==> src/rtl/nx_node_instr_arbiter_if.sv <==
// nx_node_instr_arbiter_if: core fetch, store and instruction RAM signals
// shared between the arbiter and its neighbours.
`default_nettype none

interface nx_node_instr_arbiter_if #(
  parameter int RAM_ADDR_W = 10,
  parameter int RAM_DATA_W = 32
);
  logic [RAM_ADDR_W-1:0] i_core_addr;
  logic                  i_core_rd_en;
  logic [RAM_DATA_W-1:0] o_core_rd_data;
  logic                  o_core_stall;
  logic [RAM_ADDR_W-1:0] i_store_addr;
  logic [RAM_DATA_W-1:0] i_store_wr_data;
  logic                  i_store_wr;
  logic                  i_store_valid;
  logic                  o_store_ready;
  logic [RAM_DATA_W-1:0] o_store_rd_data;
  logic                  o_store_rd_valid;
  logic [RAM_ADDR_W-1:0] o_ram_addr;
  logic [RAM_DATA_W-1:0] o_ram_wr_data;
  logic                  o_ram_wr_en;
  logic                  o_ram_rd_en;
  logic [RAM_DATA_W-1:0] i_ram_rd_data;

  modport master (
    output i_core_addr, i_core_rd_en, i_store_addr, i_store_wr_data,
           i_store_wr, i_store_valid, i_ram_rd_data,
    input  o_core_rd_data, o_core_stall, o_store_ready, o_store_rd_data,
           o_store_rd_valid, o_ram_addr, o_ram_wr_data, o_ram_wr_en, o_ram_rd_en
  );

  modport slave (
    input  i_core_addr, i_core_rd_en, i_store_addr, i_store_wr_data,
           i_store_wr, i_store_valid, i_ram_rd_data,
    output o_core_rd_data, o_core_stall, o_store_ready, o_store_rd_data,
           o_store_rd_valid, o_ram_addr, o_ram_wr_data, o_ram_wr_en, o_ram_rd_en
  );
endinterface

`default_nettype wire

==> src/rtl/nx_node_instr_arbiter.sv <==
//============================================================================
// Module  : nx_node_instr_arbiter
// Brief   : Core-priority arbiter for a single-port instruction RAM with a
//           one-entry store holding register and starvation-forced grant.
//           Optional NX_INSTR_ARB_STATS_EN adds a 16-bit stall counter.
// Rev     : 1.0
//============================================================================
`default_nettype none

module nx_node_instr_arbiter #(
  parameter int RAM_ADDR_W   = 10,
  parameter int RAM_DATA_W   = 32,
  parameter int STARVE_LIMIT = 4
) (
  input  wire                    i_clk,
  input  wire                    i_rst,
  nx_node_instr_arbiter_if.slave bus
`ifdef NX_INSTR_ARB_STATS_EN
  ,
  output logic [15:0]            o_stall_count
`endif
);

  localparam logic [3:0] c_starve_limit = 4'(STARVE_LIMIT);

  logic                  r_hold_full;
  logic                  r_hold_wr;
  logic [RAM_ADDR_W-1:0] r_hold_addr;
  logic [RAM_DATA_W-1:0] r_hold_data;
  logic [3:0]            r_starve;
  logic                  r_tag;
  logic [RAM_ADDR_W-1:0] r_last_addr;

  logic                  w_store_gnt;
  logic                  w_core_gnt;
  logic                  w_ready;
  logic                  w_accept;
  logic [RAM_ADDR_W-1:0] w_ram_addr;

  // Grants are masked during reset so a request held at reset never strobes.
  always_comb begin
    w_store_gnt = !i_rst && r_hold_full &&
                  (!bus.i_core_rd_en || (r_starve == c_starve_limit));
    w_core_gnt  = !i_rst && bus.i_core_rd_en && !w_store_gnt;
    w_ready     = !i_rst && !r_hold_full;
    w_accept    = bus.i_store_valid && w_ready;
    w_ram_addr  = r_last_addr;
    if (w_core_gnt)
      w_ram_addr = bus.i_core_addr;
    else if (w_store_gnt)
      w_ram_addr = r_hold_addr;
  end

  assign bus.o_core_stall     = bus.i_core_rd_en && w_store_gnt;
  assign bus.o_store_ready    = w_ready;
  assign bus.o_ram_addr       = w_ram_addr;
  assign bus.o_ram_wr_data    = r_hold_data;
  assign bus.o_ram_wr_en      = w_store_gnt && r_hold_wr;
  assign bus.o_ram_rd_en      = w_core_gnt || (w_store_gnt && !r_hold_wr);
  assign bus.o_core_rd_data   = bus.i_ram_rd_data;
  assign bus.o_store_rd_data  = bus.i_ram_rd_data;
  assign bus.o_store_rd_valid = r_tag;

  always_ff @(posedge i_clk) begin
    if (i_rst) begin
      r_hold_full <= 1'b0;
      r_hold_wr   <= 1'b0;
      r_starve    <= 4'd0;
      r_tag       <= 1'b0;
      r_last_addr <= '0;
    end else begin
      r_tag       <= w_store_gnt && !r_hold_wr;
      r_last_addr <= w_ram_addr;

      if (w_store_gnt) begin
        r_hold_full <= 1'b0;
      end else if (w_accept) begin
        r_hold_full <= 1'b1;
        r_hold_wr   <= bus.i_store_wr;
      end

      if (!r_hold_full || w_store_gnt)
        r_starve <= 4'd0;
      else if (r_starve != c_starve_limit)
        r_starve <= r_starve + 4'd1;
    end
  end

  // Payload registers carry no reset; they are only consumed while full.
  always_ff @(posedge i_clk) begin
    if (w_accept) begin
      r_hold_addr <= bus.i_store_addr;
      r_hold_data <= bus.i_store_wr_data;
    end
  end

`ifdef NX_INSTR_ARB_STATS_EN
  logic [15:0] r_stall_count;

  always_ff @(posedge i_clk) begin
    if (i_rst)
      r_stall_count <= 16'd0;
    else if (bus.o_core_stall && (r_stall_count != 16'hFFFF))
      r_stall_count <= r_stall_count + 16'd1;
  end

  assign o_stall_count = r_stall_count;
`else
`endif

endmodule

`default_nettype wire

==> src/flat_wrapper.sv <==
// flat-port wrapper written by rule: the top's interface ports become plain ports
module nx_node_instr_arbiter_flat 
#(
  parameter int RAM_ADDR_W   = 10,
  parameter int RAM_DATA_W   = 32,
  parameter int STARVE_LIMIT = 4
)
  (i_clk, i_rst, bus_i_core_addr, bus_i_core_rd_en, bus_i_store_addr, bus_i_store_wr_data, bus_i_store_wr, bus_i_store_valid, bus_i_ram_rd_data, bus_o_core_rd_data, bus_o_core_stall, bus_o_store_ready, bus_o_store_rd_data, bus_o_store_rd_valid, bus_o_ram_addr, bus_o_ram_wr_data, bus_o_ram_wr_en, bus_o_ram_rd_en);
  nx_node_instr_arbiter_if #(.RAM_ADDR_W(RAM_ADDR_W), .RAM_DATA_W(RAM_DATA_W)) bus_i ();
  input  wire i_clk;
  input  wire i_rst;
  input wire logic [$bits(bus_i.i_core_addr)-1:0] bus_i_core_addr;
  input wire logic [$bits(bus_i.i_core_rd_en)-1:0] bus_i_core_rd_en;
  input wire logic [$bits(bus_i.i_store_addr)-1:0] bus_i_store_addr;
  input wire logic [$bits(bus_i.i_store_wr_data)-1:0] bus_i_store_wr_data;
  input wire logic [$bits(bus_i.i_store_wr)-1:0] bus_i_store_wr;
  input wire logic [$bits(bus_i.i_store_valid)-1:0] bus_i_store_valid;
  input wire logic [$bits(bus_i.i_ram_rd_data)-1:0] bus_i_ram_rd_data;
  output wire logic [$bits(bus_i.o_core_rd_data)-1:0] bus_o_core_rd_data;
  output wire logic [$bits(bus_i.o_core_stall)-1:0] bus_o_core_stall;
  output wire logic [$bits(bus_i.o_store_ready)-1:0] bus_o_store_ready;
  output wire logic [$bits(bus_i.o_store_rd_data)-1:0] bus_o_store_rd_data;
  output wire logic [$bits(bus_i.o_store_rd_valid)-1:0] bus_o_store_rd_valid;
  output wire logic [$bits(bus_i.o_ram_addr)-1:0] bus_o_ram_addr;
  output wire logic [$bits(bus_i.o_ram_wr_data)-1:0] bus_o_ram_wr_data;
  output wire logic [$bits(bus_i.o_ram_wr_en)-1:0] bus_o_ram_wr_en;
  output wire logic [$bits(bus_i.o_ram_rd_en)-1:0] bus_o_ram_rd_en;
  assign bus_i.i_core_addr = bus_i_core_addr;
  assign bus_i.i_core_rd_en = bus_i_core_rd_en;
  assign bus_i.i_store_addr = bus_i_store_addr;
  assign bus_i.i_store_wr_data = bus_i_store_wr_data;
  assign bus_i.i_store_wr = bus_i_store_wr;
  assign bus_i.i_store_valid = bus_i_store_valid;
  assign bus_i.i_ram_rd_data = bus_i_ram_rd_data;
  assign bus_o_core_rd_data = bus_i.o_core_rd_data;
  assign bus_o_core_stall = bus_i.o_core_stall;
  assign bus_o_store_ready = bus_i.o_store_ready;
  assign bus_o_store_rd_data = bus_i.o_store_rd_data;
  assign bus_o_store_rd_valid = bus_i.o_store_rd_valid;
  assign bus_o_ram_addr = bus_i.o_ram_addr;
  assign bus_o_ram_wr_data = bus_i.o_ram_wr_data;
  assign bus_o_ram_wr_en = bus_i.o_ram_wr_en;
  assign bus_o_ram_rd_en = bus_i.o_ram_rd_en;
  nx_node_instr_arbiter #(.RAM_ADDR_W(RAM_ADDR_W), .RAM_DATA_W(RAM_DATA_W), .STARVE_LIMIT(STARVE_LIMIT)) u_core (.i_clk(i_clk), .i_rst(i_rst), .bus(bus_i));
endmodule
==> config.mk <==
export PLATFORM = sky130hd
export DESIGN_NAME = nx_node_instr_arbiter_flat
export DESIGN_NICKNAME = d
export VERILOG_FILES = /design/src/rtl/nx_node_instr_arbiter_if.sv /design/src/rtl/nx_node_instr_arbiter.sv /design/src/flat_wrapper.sv
export SDC_FILE = /design/constraint.sdc
export NUM_CORES = 1
export LEC_CHECK = 0
export CORE_ASPECT_RATIO = 0.75
export CORE_MARGIN = 8
export CORE_UTILIZATION = 32
export CTS_CLUSTER_SIZE = 28
export DETAILED_ROUTE_END_ITERATION = 7
export PLACE_DENSITY = 0.84
export RECOVER_POWER = 50
export SLEW_MARGIN = 20
export SYNTH_ARGS = -nofsm -noshare
export SYNTH_HDL_FRONTEND = slang
export SYNTH_SLANG_ARGS = --single-unit
==> constraint.sdc <==
create_clock -name i_clk -period 1.9 [get_ports i_clk]
set_input_delay 0.285 -clock i_clk [delete_from_list [all_inputs] [get_ports i_clk]]
set_output_delay 0.285 -clock i_clk [all_outputs]
set_load 0.005 [all_outputs]
==> results of run 1 <==
sequential cells by signal, summed over array words and instances (netlist names):
signal                       flops
u_core.r_last_addr              10
u_core.r_hold_addr              10
u_core.r_hold_full               1
u_core.r_starve                  4
u_core.bus.o_store_rd_valid      1
u_core.r_hold_wr                 1
u_core.bus.o_ram_wr_data        32
area by class of cell:
class                      instances  area, µm²
antenna                            2       5.00
clock buffer                      11        233
clock inverter                     5       77.6
fill                             759       4350
inverter                           6       22.5
multi-input combinational         76        712
sequential                        59       1600
tap                              108        135
timing repair buffer             140       1350
per-layer routing:
| metal | up-vias | GRT usage (%) | wire length [µm] |
|---|---|---|---|
| li1 | 851 | - | - |
| met1 | 844 | 12.5 | 2760 |
| met2 | 103 | 19.0 | 3410 |
| met3 | 25 | 9.58 | 1200 |
| met4 | 0 | 6.39 | 177 |
| met5 | - | 0 | 0 |
cells in the final DEF (no fill, tap or decap), types with 2 or more instances in the layout:
| cell type | instances |
|---|---|
| a21oi_1 | 10 |
| mux2_1 | 10 |
| inv_2 | 3 |
| buf_12 | 2 |
| nor2_1 | 9 |
| mux2i_1 | 11 |
| edfxtp_1 | 42 |
| clkdlybuf4s50_1 | 53 |
| mux2_2 | 5 |
| mux2_4 | 6 |
| buf_6 | 15 |
| buf_2 | 4 |
| nand2b_1 | 2 |
| dfxtp_2 | 2 |
| dlygate4sd2_1 | 2 |
| clkinv_2 | 2 |
| buf_4 | 28 |
| nor2b_2 | 2 |
| dlygate4sd3_1 | 36 |
| inv_1 | 2 |
| dfxtp_1 | 15 |
| bufinv_16 | 2 |
| diode_2 | 2 |
| clkbuf_16 | 9 |
| clkbuf_1 | 2 |
| o221a_2 | 10 |
metrics by stage:
stage          util [%]  cells  power, µW  area, µm²  worst slack (ps)
6_report           48.7    407       3620       4140              -279
5_1_grt            48.7    407       3760       4140              -331
4_1_cts            48.3    404       3680       4100              -322
3_5_place_dp       43.8    384       1970       3720              -587
3_3_place_gp       43.8    384       1950       3720              -565
2_1_floorplan         -    210       1750       2800              88.7
critical path: cells and delay by family, from the launching register on:
family	cells	cell delay, ps
buffers and inverters	4	430
flip-flops	1	330
multiplexers	1	290
AND/OR/NAND/NOR	1	220
AO/OA/AOI/OAI	1	180
adder cells (fa/ha/maj)	1	140
synth_stat cells (all sizes together):
cell type / number
nor2b: 3
ha: 2
mux2: 21
xor2: 1
xnor2: 1
clkbuf: 1
clkinv: 1
o221a: 10
edfxtp: 42
nand2b: 2
nand3: 1
nor2: 9
dfxtp: 17
and2: 1
o21ai: 2
and3b: 1
buf: 68
a21oi: 10
mux2i: 11
inv: 5
nand3b: 1
worst min path at each step:
| stage | startpoint | end | slack (ps) | cells past startpoint |
|---|---|---|---|---|
| 5_1_grt | u_core.r_hold_wr | u_core.bus.o_store_rd_valid | 460 | 1 |
| 3_3_place_gp | u_core.r_hold_wr | u_core.bus.o_store_rd_valid | 420 | 1 |
| 2_1_floorplan | bus_i_store_wr_data[0] | u_core.bus.o_ram_wr_data[0] | 380 | 0 |
| 3_5_place_dp | u_core.r_hold_wr | u_core.bus.o_store_rd_valid | 440 | 1 |
| 4_1_cts | u_core.r_hold_wr | u_core.bus.o_store_rd_valid | 450 | 1 |
| 6_report | u_core.r_hold_wr | u_core.bus.o_store_rd_valid | 450 | 1 |
timing repair:
action	in CTS	in global routing
pin swaps	2	1
setup endpoints to repair	14	13
gates cloned	0	0
buffers inserted	5	2
resized for setup	77	5
report_power, final:
| group | switching (µW) | internal, µW |
|---|---|---|
| logic | 167 | 300 |
| clock network | 535 | 1140 |
| registers | 24.0 | 1450 |
| total | 726 | 2890 |
cells by family after synthesis:
kind of cell | Yosys count
xor+xnor | 2
mux | 32
simple gates | 18
compound gates | 22
buf+inv | 75
fa+ha+maj | 2
flops | 59
==> results_dict.tcl, run 1 <==
set metrics [dict create \
    status "finished, violations left" \
    violations "setup timing" \
    synth_xor_area_share_pct 0.625 \
    syn2layout_area_growth_pct 47.7 \
    max_freq_mhz 459 \
    postSynthAreaPerCell_um2 13.3 \
    fin_crit_sh_pct 115 \
    grt.overflow.total 0 \
    irDropWorstVdd_v 0.000721 \
    worstSetupPathType "reg -> out" \
    ys_ff_latch 59 \
    io_buffers 103 \
    clkTransAtPathRegs_ps 50 \
    power_density_nw_per_um2 875 \
    fin_ws_ps -279 \
    firstDrtPassIters 4 \
    synth_nets 301 \
    die_h_um 97.0 \
    insertion_delay_ps 320 \
    seq_area_frac_synth_pct 57.2 \
    numCtsBuffers 9 \
    synthSimpleGateAreaFrac_pct 3.31 \
    cts_tree "yes" \
    drt-vias-per-instance 4.48 \
    critPathLaunchType "flip-flop" \
    finalHoldViolCount 0 \
    yosys.area.top_type "edfxtp_1" \
    cts-root-buf "clkbuf_16" \
    r2r_end "u_core.r_last_addr[7]" \
    synth-adder-area-share_pct 0.893 \
    antenna_found_initial 2 \
    hpwl_mm 5.71 \
    cpMostUsedCell "buf_6" \
    postRouteAntennaNets 0 \
    final-setup-viol-count 12 \
    start_util_pct 33.0 \
    crit_path_end "bus_o_ram_addr[3]" \
    htreeDepth 3 \
    critPathRequiredTime_ps 1620 \
    route.detailed.drc 0 \
    layout.nets 383 \
    io_pins 200 \
    drt_wl_total_mm 7.54 \
    grt_pass1_vias 2092 \
    synthesis.area_um2 2800 \
    synth_top_cells_by_area "edfxtp_1 (45%), buf_4 (18%), dfxtp_1 (12%), mux2_1 (4.4%), mux2_2 (4.0%)" \
    yosys.cell_types.count 25 \
    cts_sinks 59 \
    synth_top_family_by_area "buffers and inverters" \
    synth_top_area_share_pct 45.0 \
    slowest_stage "dfxtp_2" \
    grt_max_degree 31 \
    endpoint_kind "output port" \
    fp.dieW_um 124 \
    yosysWarnings 0 \
    layout-drive-gt1-share_pct 32.3 \
    avgRoutedWirePerCell_um 18.5 \
    syn_inst 210 \
    whs_ps 448 \
    rows 29 \
    place_congestion 0.681 \
    fin_tns_setup_ps -2680 \
    fin_crit_ps 2180 \
    p_leak_uw 0.00164 \
    path_cells "inv_2 > ha_4 > and3b_2 > o21ai_4 > buf_6 > buf_6 > mux2_4 > buf_6" \
    tightest_slew_ps 370 \
    drt_iter0_markers 61 \
    relSlewSlack_pct 75.2 \
    grt_pass1_wl_mm 11.5 \
    r2r_cells 8 \
    clock_path_buffers 2 \
    grtUsageTotal_pct 12.7 \
    cpPeakStageDelay_ps 330 \
    skew_ps 6.35 \
    postCtsHoldBufs 0 \
    maxSlewViolCount 0 \
    synth_mux_area_share_pct 12.4 \
    rsz0062_at_grt "true" \
    cap_violations 0 \
    die_area_um2 12000 \
    core_area_um2 8490 \
    r2r_slack_ps 210 \
    r2r_start "u_core.r_starve[0]" \
    worstPathArrival_ps 1890 \
    synth-compound-area-share_pct 6.43 \
    startpoint "u_core.r_starve[0]" \
    hold_class "reg -> reg" \
    crit_fanout 5 \
    dr_total_vias 1823 \
]
Power figures use the tool's default switching activity.
==> run 2: changes to the inputs <==
==> constraint.sdc (replaced) <==
create_clock -name i_clk -period 1.9 [get_ports i_clk]
set_input_delay 0.285 -clock i_clk [delete_from_list [all_inputs] [get_ports i_clk]]
set_output_delay 0.285 -clock i_clk [all_outputs]
set_load 0.01 [all_outputs]
==> run 2 against run 1 <==
- the run still ends with setup timing left
- design area rose by 0.70%
- register-to-register slack got worse by 30 ps
- setup slack improved by 46 ps
- routed wire length barely moved
- first-iteration DRC count rose by 26%
- largest power group unchanged
==> results_dict.tcl, run 2 (synthesis gave the netlist of run 1 again) <==
set metrics [dict create \
    startpoint "u_core.r_starve[1]" \
    path_cells "inv_2 > ha_4 > and3b_2 > o21ai_4 > buf_6 > mux2_4 > buf_6" \
    status "finished, violations left" \
    mostFrequentLayoutCells "clkdlybuf4s50_1 (53), edfxtp_1 (42), dlygate4sd3_1 (36), buf_4 (29), dfxtp_1 (15)" \
    worstSetupPathType "reg -> out" \
    clkTransAtPathRegs_ps 50 \
    dp_worst_setup_slack_ps -612 \
    dr_total_vias 1792 \
    io_pins 200 \
    hold_class "reg -> reg" \
    multi_input_area_um2 743 \
    crit_buf_inv 3 \
    rsz0062_at_grt "true" \
    die_area_um2 12000 \
    clock_path_buffers 2 \
    worstPathArrival_ps 1850 \
    cts-root-buf "clkbuf_16" \
    place_congestion 0.689 \
    cap_violations 0 \
    power_density_nw_per_um2 911 \
    grtUsageTotal_pct 12.6 \
    fin_crit_sh_pct 112 \
    rows 29 \
    slowest_stage "dfxtp_2" \
    maxSlewViolCount 0 \
    violations "setup timing" \
    cpMostUsedCell "buf_6" \
    cts_sinks 59 \
    start_util_pct 33.0 \
    finalHoldViolCount 0 \
    fp.dieW_um 124 \
    io_buffers 103 \
    antenna_found_initial 1 \
    layout_commonest_cell "clkdlybuf4s50_1" \
    seq_area_um2 1600 \
    firstDrtPassIters 4 \
    numCtsBuffers 9 \
    fin_ws_ps -233 \
    critPathLaunchType "flip-flop" \
    dp_cells 384 \
    drt_iter0_markers 77 \
    tightest_slew_ps 357 \
    hp-start "u_core.r_hold_wr" \
    p_leak_uw 0.00167 \
    crit_fanout 6 \
    cts_tree "yes" \
    drt-vias-per-instance 4.45 \
    endpoint_kind "output port" \
    insertion_delay_ps 320 \
    final_cells 403 \
    max_freq_mhz 469 \
    path_delay_family "buffers and inverters" \
    grt.overflow.total 0 \
    skew_ps 3.33 \
    relSlewSlack_pct 76.0 \
    final-setup-viol-count 12 \
    largest_reg_flops 32 \
    layout.nets 380 \
    avgRoutedWirePerCell_um 18.7 \
    critPathRequiredTime_ps 1620 \
    drt_wl_total_mm 7.54 \
    grt_max_degree 31 \
    grt_pass1_vias 2107 \
    syn2layout_area_growth_pct 48.7 \
    route.detailed.drc 0 \
    htreeDepth 3 \
    core_area_um2 8490 \
    die_h_um 97.0 \
    n_fill_cell 733 \
    utilization_pct 49.1 \
    irDropWorstVdd_v 0.000566 \
    postRouteAntennaNets 0 \
    cpPeakStageDelay_ps 330 \
    grt_pass1_wl_mm 11.5 \
    layout-drive-gt1-share_pct 32.3 \
    hpwl_mm 5.62 \
    fin_crit_ps 2130 \
    r2r_start "u_core.r_starve[1]" \
]
[run 2: cell count changes in the layout (fill, tap and decap cells not counted), sizes merged]
cell and change:
buf -3, diode -1, bufinv +1, clkinv +1, clkinvlp -1, dlygate4sd2 -1
[run 2: metrics by stage]
stage | hold WS, ps | instance area (µm²) | total power (µW) | setup TNS, ps
2_1_floorplan | 384 | 2800 | 1800 | 0
3_3_place_gp | 423 | 3720 | 1970 | -7170
3_5_place_dp | 448 | 3720 | 1990 | -7410
4_1_cts | 460 | 4150 | 3850 | -3350
5_1_grt | 472 | 4170 | 3920 | -3240
6_report | 473 | 4170 | 3800 | -2450
[run 2: final cells by class]
cell class | instances | share of cell area, %
repair buffers | 137 | 31.8
clock buffers | 10 | 5.50
diodes | 1 | 0.0601
flip-flops and latches | 59 | 38.5
inverters | 6 | 0.541
multi-input cells | 76 | 17.8
well taps | 108 | 3.24
clock inverters | 6 | 2.49
[run 2: repair_timing]
action	4_1_cts	5_1_grt
setup buffers	3	1
setup endpoints to repair	14	13
hold buffers	0	0
pin swaps	3	1
resized for setup	87	9
[run 2: worst paths after layout]
path / end / slack (ps) / cells after the start
max reg2reg: u_core.r_last_addr[7] / 180 / 8
min reg2reg: u_core.bus.o_store_rd_valid / 470 / 1
max: bus_o_ram_addr[2] / -230 / 7
min: u_core.bus.o_store_rd_valid / 470 / 1
[run 2: layer usage]
layer | up-vias | track usage, % | share of wire [%]
met5 | - | 0 | 0
li1 | 845 | - | -
met4 | 0 | 7.30 | 2.0
met2 | 95 | 19.6 | 47
met3 | 21 | 8.36 | 16
met1 | 831 | 12.2 | 36
[run 2: worst register-to-register path, cell delays in order (launching register included)]
cell and delay (ps):
dfxtp_2 330, inv_2 40, ha_4 140, and3b_2 220, buf_4 140, buf_4 130
nand2b_1 160, buf_4 170, o221a_2 270
[run 2: report_power, final]
| part | internal (µW) | switching, µW | leakage [µW] | total, µW |
|---|---|---|---|---|
| registers | 1450 | 24.2 | 0.000531 | 1470 |
| logic | 313 | 191 | 0.000971 | 504 |
| clock network | 1270 | 548 | 0.000164 | 1820 |
